## src/rtl/instr_pkg.sv

```systemverilog
// Shared opcode constants and FSM state type for the accumulator execution stage.
package instr_pkg;

    localparam logic [1:0] OP_LDI  = 2'b00;
    localparam logic [1:0] OP_ADDI = 2'b01;
    localparam logic [1:0] OP_SUBI = 2'b10;
    localparam logic [1:0] OP_MISC = 2'b11;

    localparam logic [1:0] CLR = 2'b00;
    localparam logic [1:0] NOT = 2'b01;
    localparam logic [1:0] SHL = 2'b10;
    localparam logic [1:0] HLT = 2'b11;

    typedef enum logic [1:0] {
        IDLE = 2'b00,
        EXEC = 2'b01,
        STOP = 2'b10
    } state_t;

endpackage

```

## src/rtl/instr_exec_alu4.sv

```systemverilog
// Combinational 4-bit accumulator ALU: next acc/carry for the captured word.
module alu4
    import instr_pkg::*;
(
    input  logic [3:0] ir,
    input  logic [3:0] acc,
    input  logic       carry,
    output logic [3:0] acc_nxt,
    output logic       carry_nxt,
    output logic       is_halt
);

    logic [3:0] k;
    logic [4:0] sum;
    logic [4:0] diff;

    assign k    = {2'b00, ir[1:0]};
    assign sum  = {1'b0, acc} + {1'b0, k};
    // Bit 4 of the 5-bit difference is the borrow (acc < k).
    assign diff = {1'b0, acc} - {1'b0, k};

    always_comb begin
        acc_nxt   = acc;
        carry_nxt = carry;
        is_halt   = 1'b0;
        unique case (ir[3:2])
            OP_LDI: begin
                acc_nxt   = k;
                carry_nxt = 1'b0;
            end
            OP_ADDI: begin
                acc_nxt   = sum[3:0];
                carry_nxt = sum[4];
            end
            OP_SUBI: begin
                acc_nxt   = diff[3:0];
                carry_nxt = diff[4];
            end
            OP_MISC: begin
                unique case (ir[1:0])
                    CLR: begin
                        acc_nxt   = 4'd0;
                        carry_nxt = 1'b0;
                    end
                    NOT: acc_nxt = ~acc;
                    SHL: begin
                        acc_nxt   = {acc[2:0], 1'b0};
                        carry_nxt = acc[3];
                    end
                    HLT: is_halt = 1'b1;
                    default: ;
                endcase
            end
            default: ;
        endcase
    end

endmodule

```

## src/rtl/instr_exec.sv

```systemverilog
// Single-accumulator execution stage: accept one word, execute it next cycle.
module instr_exec
    import instr_pkg::*;
#(
    parameter int CNT_W = 8
) (
    input  logic             clk,
    input  logic             rst_n,
    input  logic [3:0]       instructions,
    input  logic             instr_valid,
    output logic             instr_ready,
    output logic [3:0]       acc,
    output logic             carry,
    output logic             zero,
    output logic             halted,
    output logic [CNT_W-1:0] retired
);

    state_t     state;
    state_t     state_nxt;
    logic [3:0] ir;
    logic [3:0] acc_nxt;
    logic       carry_nxt;
    logic       is_halt;

    alu4 u_alu (
        .ir       (ir),
        .acc      (acc),
        .carry    (carry),
        .acc_nxt  (acc_nxt),
        .carry_nxt(carry_nxt),
        .is_halt  (is_halt)
    );

    always_ff @(posedge clk or negedge rst_n) begin
        if (!rst_n) begin
            state <= IDLE;
        end else begin
            state <= state_nxt;
        end
    end

    always_comb begin
        state_nxt = state;
        unique case (state)
            IDLE:    if (instr_valid) state_nxt = EXEC;
            EXEC:    state_nxt = is_halt ? STOP : IDLE;
            STOP:    state_nxt = STOP;
            default: state_nxt = IDLE;
        endcase
    end

    always_comb begin
        instr_ready = 1'b0;
        halted      = 1'b0;
        unique case (state)
            IDLE:    instr_ready = 1'b1;
            STOP:    halted = 1'b1;
            default: ;
        endcase
    end

    always_ff @(posedge clk or negedge rst_n) begin
        if (!rst_n) begin
            ir      <= 4'd0;
            acc     <= 4'd0;
            carry   <= 1'b0;
            zero    <= 1'b1;
            retired <= '0;
        end else begin
            if (state == IDLE && instr_valid) begin
                ir <= instructions;
            end
            if (state == EXEC) begin
                acc     <= acc_nxt;
                carry   <= carry_nxt;
                zero    <= (acc_nxt == 4'd0);
                retired <= retired + CNT_W'(1);
            end
        end
    end

endmodule

```

## config.mk

```make
export PLATFORM = sky130hd
export DESIGN_NAME = instr_exec
export DESIGN_NICKNAME = d
export VERILOG_FILES = /design/src/rtl/instr_pkg.sv /design/src/rtl/instr_exec_alu4.sv /design/src/rtl/instr_exec.sv
export SDC_FILE = /design/constraint.sdc
export NUM_CORES = 1
export LEC_CHECK = 0
export BUFFER_PORTS_ARGS = -buffer_cell sky130_fd_sc_hd__buf_2
export CORE_MARGIN = 8
export CORE_UTILIZATION = 50
export DETAILED_ROUTE_END_ITERATION = 10
export PLACE_DENSITY = 0.73
export SETUP_SLACK_MARGIN = 0.4
export SYNTH_ARGS = -nofsm -noshare
export SYNTH_HDL_FRONTEND = slang
export SYNTH_SLANG_ARGS = --single-unit
```

## constraint.sdc

```tcl
create_clock -name clk -period 3.3 [get_ports clk]
set_input_delay 0.66 -clock clk [delete_from_list [all_inputs] [get_ports clk]]
set_output_delay 0.66 -clock clk [all_outputs]
set_load 0.03 [all_outputs]
```

==> results of run 1 <==
==> cell families (layout without fill, tap and decap cells) <==
logic type               after synthesis  after routing
flip-flops                            20             20
XOR/XNOR                              11             11
AO/OA/AOI/OAI                         24             24
multiplexers                           6              6
adder cells (fa/ha/maj)                7              7
AND/OR/NAND/NOR                       45             45
buffers and inverters                 14             31
==> state kept, by name, indices dropped and copies added (netlist names) <==
name / flops
carry: 1
acc: 4
retired: 8
state: 2
ir: 4
zero: 1
==> final cells by class <==
| type | instances | area [um2] | share of cell area [%] |
|---|---|---|---|
| Clock buffer | 3 | 22.5 | 1.63 |
| Inverter | 5 | 18.8 | 1.36 |
| Tap cell | 30 | 37.5 | 2.72 |
| Clock inverter | 1 | 30.0 | 2.18 |
| Multi-Input combinational cell | 93 | 658 | 47.7 |
| Sequential cell | 20 | 502 | 36.4 |
| Timing Repair Buffer | 22 | 110 | 7.99 |
==> power groups by stage <==
stage	Sequential, W	Clock, W	Combinational, W
6_report	0.000462	0.000203	0.000559
5_1_grt	0.000479	0.000213	0.000615
4_1_cts	0.000460	0.000203	0.000564
3_5_place_dp	0.000465	0	0.000561
3_3_place_gp	0.000459	0	0.000551
2_1_floorplan	0.000537	0	0.000351
==> critical path, cell delays in order (launching register included) <==
cell,delay (ps)
dfrtp_1,660
inv_1,180
ha_1,330
nor2b_1,160
or4_1,390
a31oi_1,180
a32o_1,180
mux2_2,160
==> worst min path at each step <==
| stage | from | to | slack [ps] | depth (start not counted) |
|---|---|---|---|---|
| floorplan | rst_n | acc[0]$_DFFE_PN0P_ | 360 | 0 |
| global placement | retired[7]$_DFFE_PN0P_ | retired[7]$_DFFE_PN0P_ | 450 | 1 |
| detailed placement | zero$_DFFE_PN1P_ | zero$_DFFE_PN1P_ | 460 | 2 |
| CTS | rst_n | ir[0]$_DFFE_PN0P_ | 300 | 1 |
| global route | rst_n | ir[2]$_DFFE_PN0P_ | 320 | 1 |
| finish | rst_n | ir[0]$_DFFE_PN0P_ | 270 | 1 |
==> cells in the final DEF, fill, tap and decap left out, drive strengths merged <==
cell type,count
a21oi,3
mux2i,1
nor2b,4
and2,1
buf,22
nor3,1
a31oi,1
a2111oi,1
dfstp,1
a211oi,2
or2,1
mux2,5
nand2,21
xnor2,7
a221oi,1
or4,1
nor2,4
a32o,1
and3,3
inv,5
o22ai,3
o31ai,2
nand2b,1
dfrtp,19
nor3b,2
fa,2
o21ai,8
nor4,1
bufinv,1
nand3,5
o221ai,1
o22a,1
clkbuf,3
xor2,4
ha,5
==> metal layers <==
layer / part of all wire (%) / wire [um] / vias to the layer above
li1: - / - / 474
met1: 46 / 1190 / 442
met2: 47 / 1210 / 28
met3: 5.7 / 148 / 6
met4: 1.1 / 28 / 0
met5: 0 / 0 / -
==> metrics by stage <==
| stage | area (um2) | total power (W) |
|---|---|---|
| finish | 1380 | 0.00122 |
| global route | 1380 | 0.00131 |
| CTS | 1380 | 0.00123 |
| detailed placement | 1330 | 0.00103 |
| global placement | 1330 | 0.00101 |
| floorplan | 1230 | 0.000888 |
==> impl_metrics.json, run 1 <==
{
  "status": "complete, no violations",
  "finalSetupTns_ps": 0,
  "row_count": 18,
  "setup_viol": 0,
  "crit_path_end_kind": "register",
  "layout-drive-gt1-share_pct": 23.6,
  "crit_path_end": "acc[3]$_DFFE_PN0P_",
  "dr.pass1.iters": 4,
  "p_leak_nw": 0.656,
  "grt_pass1_wl_um": 4510,
  "worst_slew_pin_slew_ps": 554,
  "min-delay-path-class": "input port to async pin",
  "grtUsageMet1_pct": 16.6,
  "grt_usage_pct": 13.1,
  "cts-buffers-inserted": 3,
  "nets": 159,
  "synth.most_common_cell": "nand2_1",
  "rsz0062_at_grt": "no",
  "synth-warning-count": 0,
  "start_util_pct": 51.0,
  "gp_congestion": 0.875,
  "final_util_pct": 57.2,
  "clock_latency_ps": 300,
  "top_usage_layer": "met2",
  "die_x_um": 65.6,
  "cts_hold_buf": 0,
  "ioPinCount": 23,
  "io_buffers": 22,
  "synthCells": 127,
  "ys_seq_elements": 20,
  "netlist_area_mm2": 0.00123,
  "synth_edf_count": 0,
  "dr_total_vias": 950,
  "coreArea_mm2": 0.00241,
  "met2_usage_pct": 21.3,
  "clock_sinks": 20,
  "antenna_cells": 0,
  "finalClockSkew_ps": 6.76,
  "synth_compound_area_share_pct": 14.2,
  "p_switching_w": 0.000552,
  "avgSynthCellArea_um2": 9.67,
  "dieArea_mm2": 0.00430,
  "switching_share_pct": 45.1,
  "setup_slack_ps": 1020,
  "grt_max_degree": 21,
  "fmax_mhz": 439,
  "drv_cap": 0,
  "period_share_pct": 69.1,
  "grt.overflow.total": 0,
  "ys.flop_type": "dfrtp_1",
  "clkTransAtPathRegs_ps": 120,
  "yosys.area_share.simple_pct": 17.5,
  "ys_types": 36,
  "antenna_found_initial": 0,
  "wl_um": 2580,
  "crit_type": "register to register",
  "critPathLaunch": "ir[1]$_DFFE_PN0P_",
  "synth_top_area_share_pct": 38.7,
  "r2r_setup_slack_ps": 1020,
  "p_clk_share_pct": 16.6,
  "yosysTopAreaCell": "dfrtp_1",
  "synth_top_family_by_area": "simple AND/OR/NAND/NOR gates",
  "crit_path_start_kind": "register",
  "synth_xor_area_share_pct": 7.84,
  "cts-root-buf": "clkbuf_4",
  "synthMuxAreaShare_pct": 5.70,
  "hold_viol": 0,
  "dp_slack_ps": 1070,
  "nFillCells": 207,
  "worstPathRequired_ps": 3560,
  "drt_iter0_drc": 41,
  "seq_power_share_pct": 37.8,
  "dp.cells": 170,
  "internal_power_w": 0.000672,
  "p_comb_share_pct": 45.7,
  "synth_nets": 141,
  "timing.hold.ws_ps": 275,
  "ys_top_cells_by_area": "dfrtp_1 (39%), nand2_1 (6.4%), ha_1 (5.1%)",
  "ant_nets": 0,
  "async_reset_ff_share_pct": 100,
  "synth_sequential_area_ratio_pct": 40.8,
  "postCtsSetupBuffers": 0,
  "reg2reg_from": "ir[1]$_DFFE_PN0P_",
  "reg2regPathDepth": 7,
  "wl_per_cell_um": 14.8,
  "r2r_end": "acc[3]$_DFFE_PN0P_",
  "slew_violations": 0,
  "cts_tree": "done",
  "cellPowerDensity_mw_per_mm2": 887,
  "vias_per_cell": 5.46,
  "cts_max_level": 1,
  "synth_adder_area_share_pct": 8.35,
  "synthToLayoutAreaGrowth_pct": 12.2,
  "slew_headroom_pct": 63.0,
  "cts_resized": 0,
  "ir_drop_mv": 0.469,
  "yosys-top-cells-count": "nand2_1 (21), dfrtp_1 (19), o21ai_0 (8)",
  "cp_data_arrival_time_ps": 2530,
  "die_h_um": 65.6,
  "grt_pass1_vias": 936,
  "dpl.hpwl_um": 1910,
  "clock_path_buffers": 2,
  "grt_use_met3_pct": 3.57,
  "fin_crit_ps": 2280,
  "cp_max_fo": 13,
  "drc": 0,
  "final_cell_count_no_fill": 174
}
No activity file was read; power rests on OpenSTA's default activity.
==> run 2, diff against run 1 <==
Settings changed: ABC_AREA set to 1.
Clock period 3.3 ns to 2.2 ns, I/O delays scaled along.
==> run 2 against run 1 <==
Effect of this change: synthesized area rose by 0.31%; sequential share of layout area decreased by 2.2 points; non-clock buffer count is 4 higher; critical endpoint is now zero$_DFFE_PN1P_; synthesized cell count increased by 22%; largest power group unchanged.
==> impl_metrics.json, run 2 <==
{
  "die_x_um": 65.6,
  "clock_latency_ps": 300,
  "crit_type": "register to register",
  "ys_types": 26,
  "dr.pass1.iters": 4,
  "cts-root-buf": "clkbuf_4",
  "ir_drop_mv": 0.863,
  "dpl.hpwl_um": 2090,
  "p_total_w": 0.00182,
  "ys.flop_type": "dfrtp_1",
  "finalSetupTns_ps": 0,
  "cellPowerDensity_mw_per_mm2": 1230,
  "ioPinCount": 23,
  "finalClockSkew_ps": 9.24,
  "clock_sinks": 20,
  "gp_congestion": 0.862,
  "crit_path_end_kind": "register",
  "antenna_found_initial": 0,
  "seq_power_share_pct": 36.4,
  "dr_total_vias": 1114,
  "top_regs": "retired (8), acc (4), ir (4)",
  "vias_per_cell": 5.21,
  "synth_edf_count": 0,
  "nFillCells": 224,
  "drc": 0,
  "min-delay-path-class": "input port to async pin",
  "yosysTopAreaCell": "dfrtp_1",
  "synth-warning-count": 0,
  "grt_max_degree": 21,
  "cp_data_arrival_time_ps": 2020,
  "grt_usage_pct": 13.2,
  "switching_share_pct": 49.9,
  "p_leak_nw": 0.775,
  "setup_viol": 0,
  "clock_path_buffers": 2,
  "grt_pass1_wl_um": 4620,
  "cts_tree": "done",
  "drv_cap": 0,
  "slew_violations": 0,
  "cts_max_level": 1,
  "cts_hold_buf": 0,
  "seq_area_um2": 505,
  "p_comb_share_pct": 51.9,
  "crit_path_start_kind": "register",
  "io_buffers": 22,
  "avgSynthCellArea_um2": 7.95,
  "worst_slew_pin_slew_ps": 443,
  "start_util_pct": 51.1,
  "nets": 199,
  "synth_nets": 169,
  "synthCells": 155,
  "antenna_cells": 0,
  "rsz0062_at_grt": "yes",
  "layout_commonest_cell": "nand2_1",
  "fin_crit_ps": 1780,
  "synth.most_common_cell": "nand2_1",
  "final_util_pct": 61.4,
  "hold_viol": 0,
  "ant_nets": 0,
  "dieArea_mm2": 0.00431,
  "period_share_pct": 80.9,
  "status": "complete, no violations",
  "ys_seq_elements": 20,
  "coreArea_mm2": 0.00241,
  "multi_input_area_um2": 673,
  "slew_headroom_pct": 70.5,
  "p_switching_w": 0.000908,
  "internal_power_w": 0.000912,
  "postLayoutCellArea_mm2": 0.00148,
  "netlist_area_mm2": 0.00123,
  "timing.hold.ws_ps": 58.8,
  "wl_per_cell_um": 13.5,
  "worstPathRequired_ps": 2450,
  "yosys-top-cells-count": "nand2_1 (42), dfrtp_1 (19), nor2_1 (16)",
  "drt_iter0_drc": 49,
  "grt_pass1_vias": 1098,
  "layout_common_cells": "nand2_1 (41), buf_2 (22), dfrtp_1 (16)",
  "largest_reg_flops": 8,
  "ys_top_cells_by_area": "dfrtp_1 (39%), nand2_1 (13%), nand3_1 (5.3%)",
  "dpl-instance-area_mm2": 0.00137,
  "row_count": 18,
  "synth_sequential_area_ratio_pct": 40.7,
  "cts-buffers-inserted": 3,
  "die_h_um": 65.6,
  "fmax_mhz": 562,
  "wl_um": 2890,
  "synth_top_area_share_pct": 38.6,
  "p_clk_share_pct": 11.7,
  "grt.overflow.total": 0,
  "regMostFlops": "retired",
  "synthToLayoutAreaGrowth_pct": 20.0,
  "cp_max_fo": 4,
  "layout-drive-gt1-share_pct": 29.9,
  "clkTransAtPathRegs_ps": 120,
  "async_reset_ff_share_pct": 100
}
## run 2: area by class of cell
type	count	area share [%]
multi-input combinational	113	45.5
sequential	20	34.2
timing repair buffer	26	9.48
inverter	21	5.84
tap	30	2.54
clock buffer	4	2.45
## run 2: cells by family (layout without fill, tap and decap cells)
logic type | Yosys count | after routing | synth area share (%)
buffers and inverters | 22 | 51 | 7.71
adder cells (fa/ha/maj) | 7 | 7 | 8.33
AND/OR/NAND/NOR | 80 | 80 | 30.3
flip-flops | 20 | 20 | 40.7
AO/OA/AOI/OAI | 19 | 19 | 8.02
XOR/XNOR | 7 | 7 | 4.97
## run 2: timing repair
| item | CTS | global route |
|---|---|---|
| pin swaps | 0 | 6 |
| gates resized for setup | 1 | 15 |
| setup endpoints to repair | 1 | 4 |
| setup buffers | 0 | 4 |
## run 2: metal layers
| layer | share of wire, % | up-vias | GRT usage (%) | wire, um |
|---|---|---|---|---|
| met5 | 0 | - | 0 | 0 |
| met4 | 1.2 | 0 | 4.90 | 36 |
| met1 | 43 | 536 | 14.7 | 1230 |
| li1 | - | 554 | - | - |
| met3 | 2.6 | 4 | 1.53 | 75 |
| met2 | 54 | 20 | 24.8 | 1550 |
## run 2: metrics by stage
step,setup WS (ps),instances
6_report,421,214
5_1_grt,320,214
4_1_cts,423,210
3_5_place_dp,422,206
3_3_place_gp,433,206
2_1_floorplan,428,155
## run 2: final timing paths
path | from | end | slack (ps) | cells after the start
setup / recovery | ir[0]$_DFFE_PN0P_ | zero$_DFFE_PN1P_ | 420 | 8
setup reg to reg | ir[0]$_DFFE_PN0P_ | zero$_DFFE_PN1P_ | 420 | 8
min in group clk | instructions[1] | ir[1]$_DFFE_PN0P_ | 330 | 3
hold / removal | rst_n | retired[7]$_DFFE_PN0P_ | 60 | 1
hold reg to reg | retired[7]$_DFFE_PN0P_ | retired[7]$_DFFE_PN0P_ | 470 | 1
max in group asynchronous | rst_n | zero$_DFFE_PN1P_ | 1790 | 1
## run 2: critical path, stage by stage, from the launching register on
cell	delay, ps
dfrtp_2	460
ha_2	210
fa_2	370
or2_0	220
nand3_1	90
nand3_2	90
nor2_1	130
nand3_1	80
nand2_1	80
## run 2: power by group through the flow
| stage | logic (W) | registers [W] | clock network (W) |
|---|---|---|---|
| 2_1_floorplan | 0.000471 | 0.000802 | 0 |
| 3_3_place_gp | 0.000828 | 0.000648 | 0 |
| 3_5_place_dp | 0.000846 | 0.000657 | 0 |
| 4_1_cts | 0.000847 | 0.000654 | 0.000222 |
| 5_1_grt | 0.00105 | 0.000684 | 0.000239 |
| 6_report | 0.000944 | 0.000662 | 0.000213 |
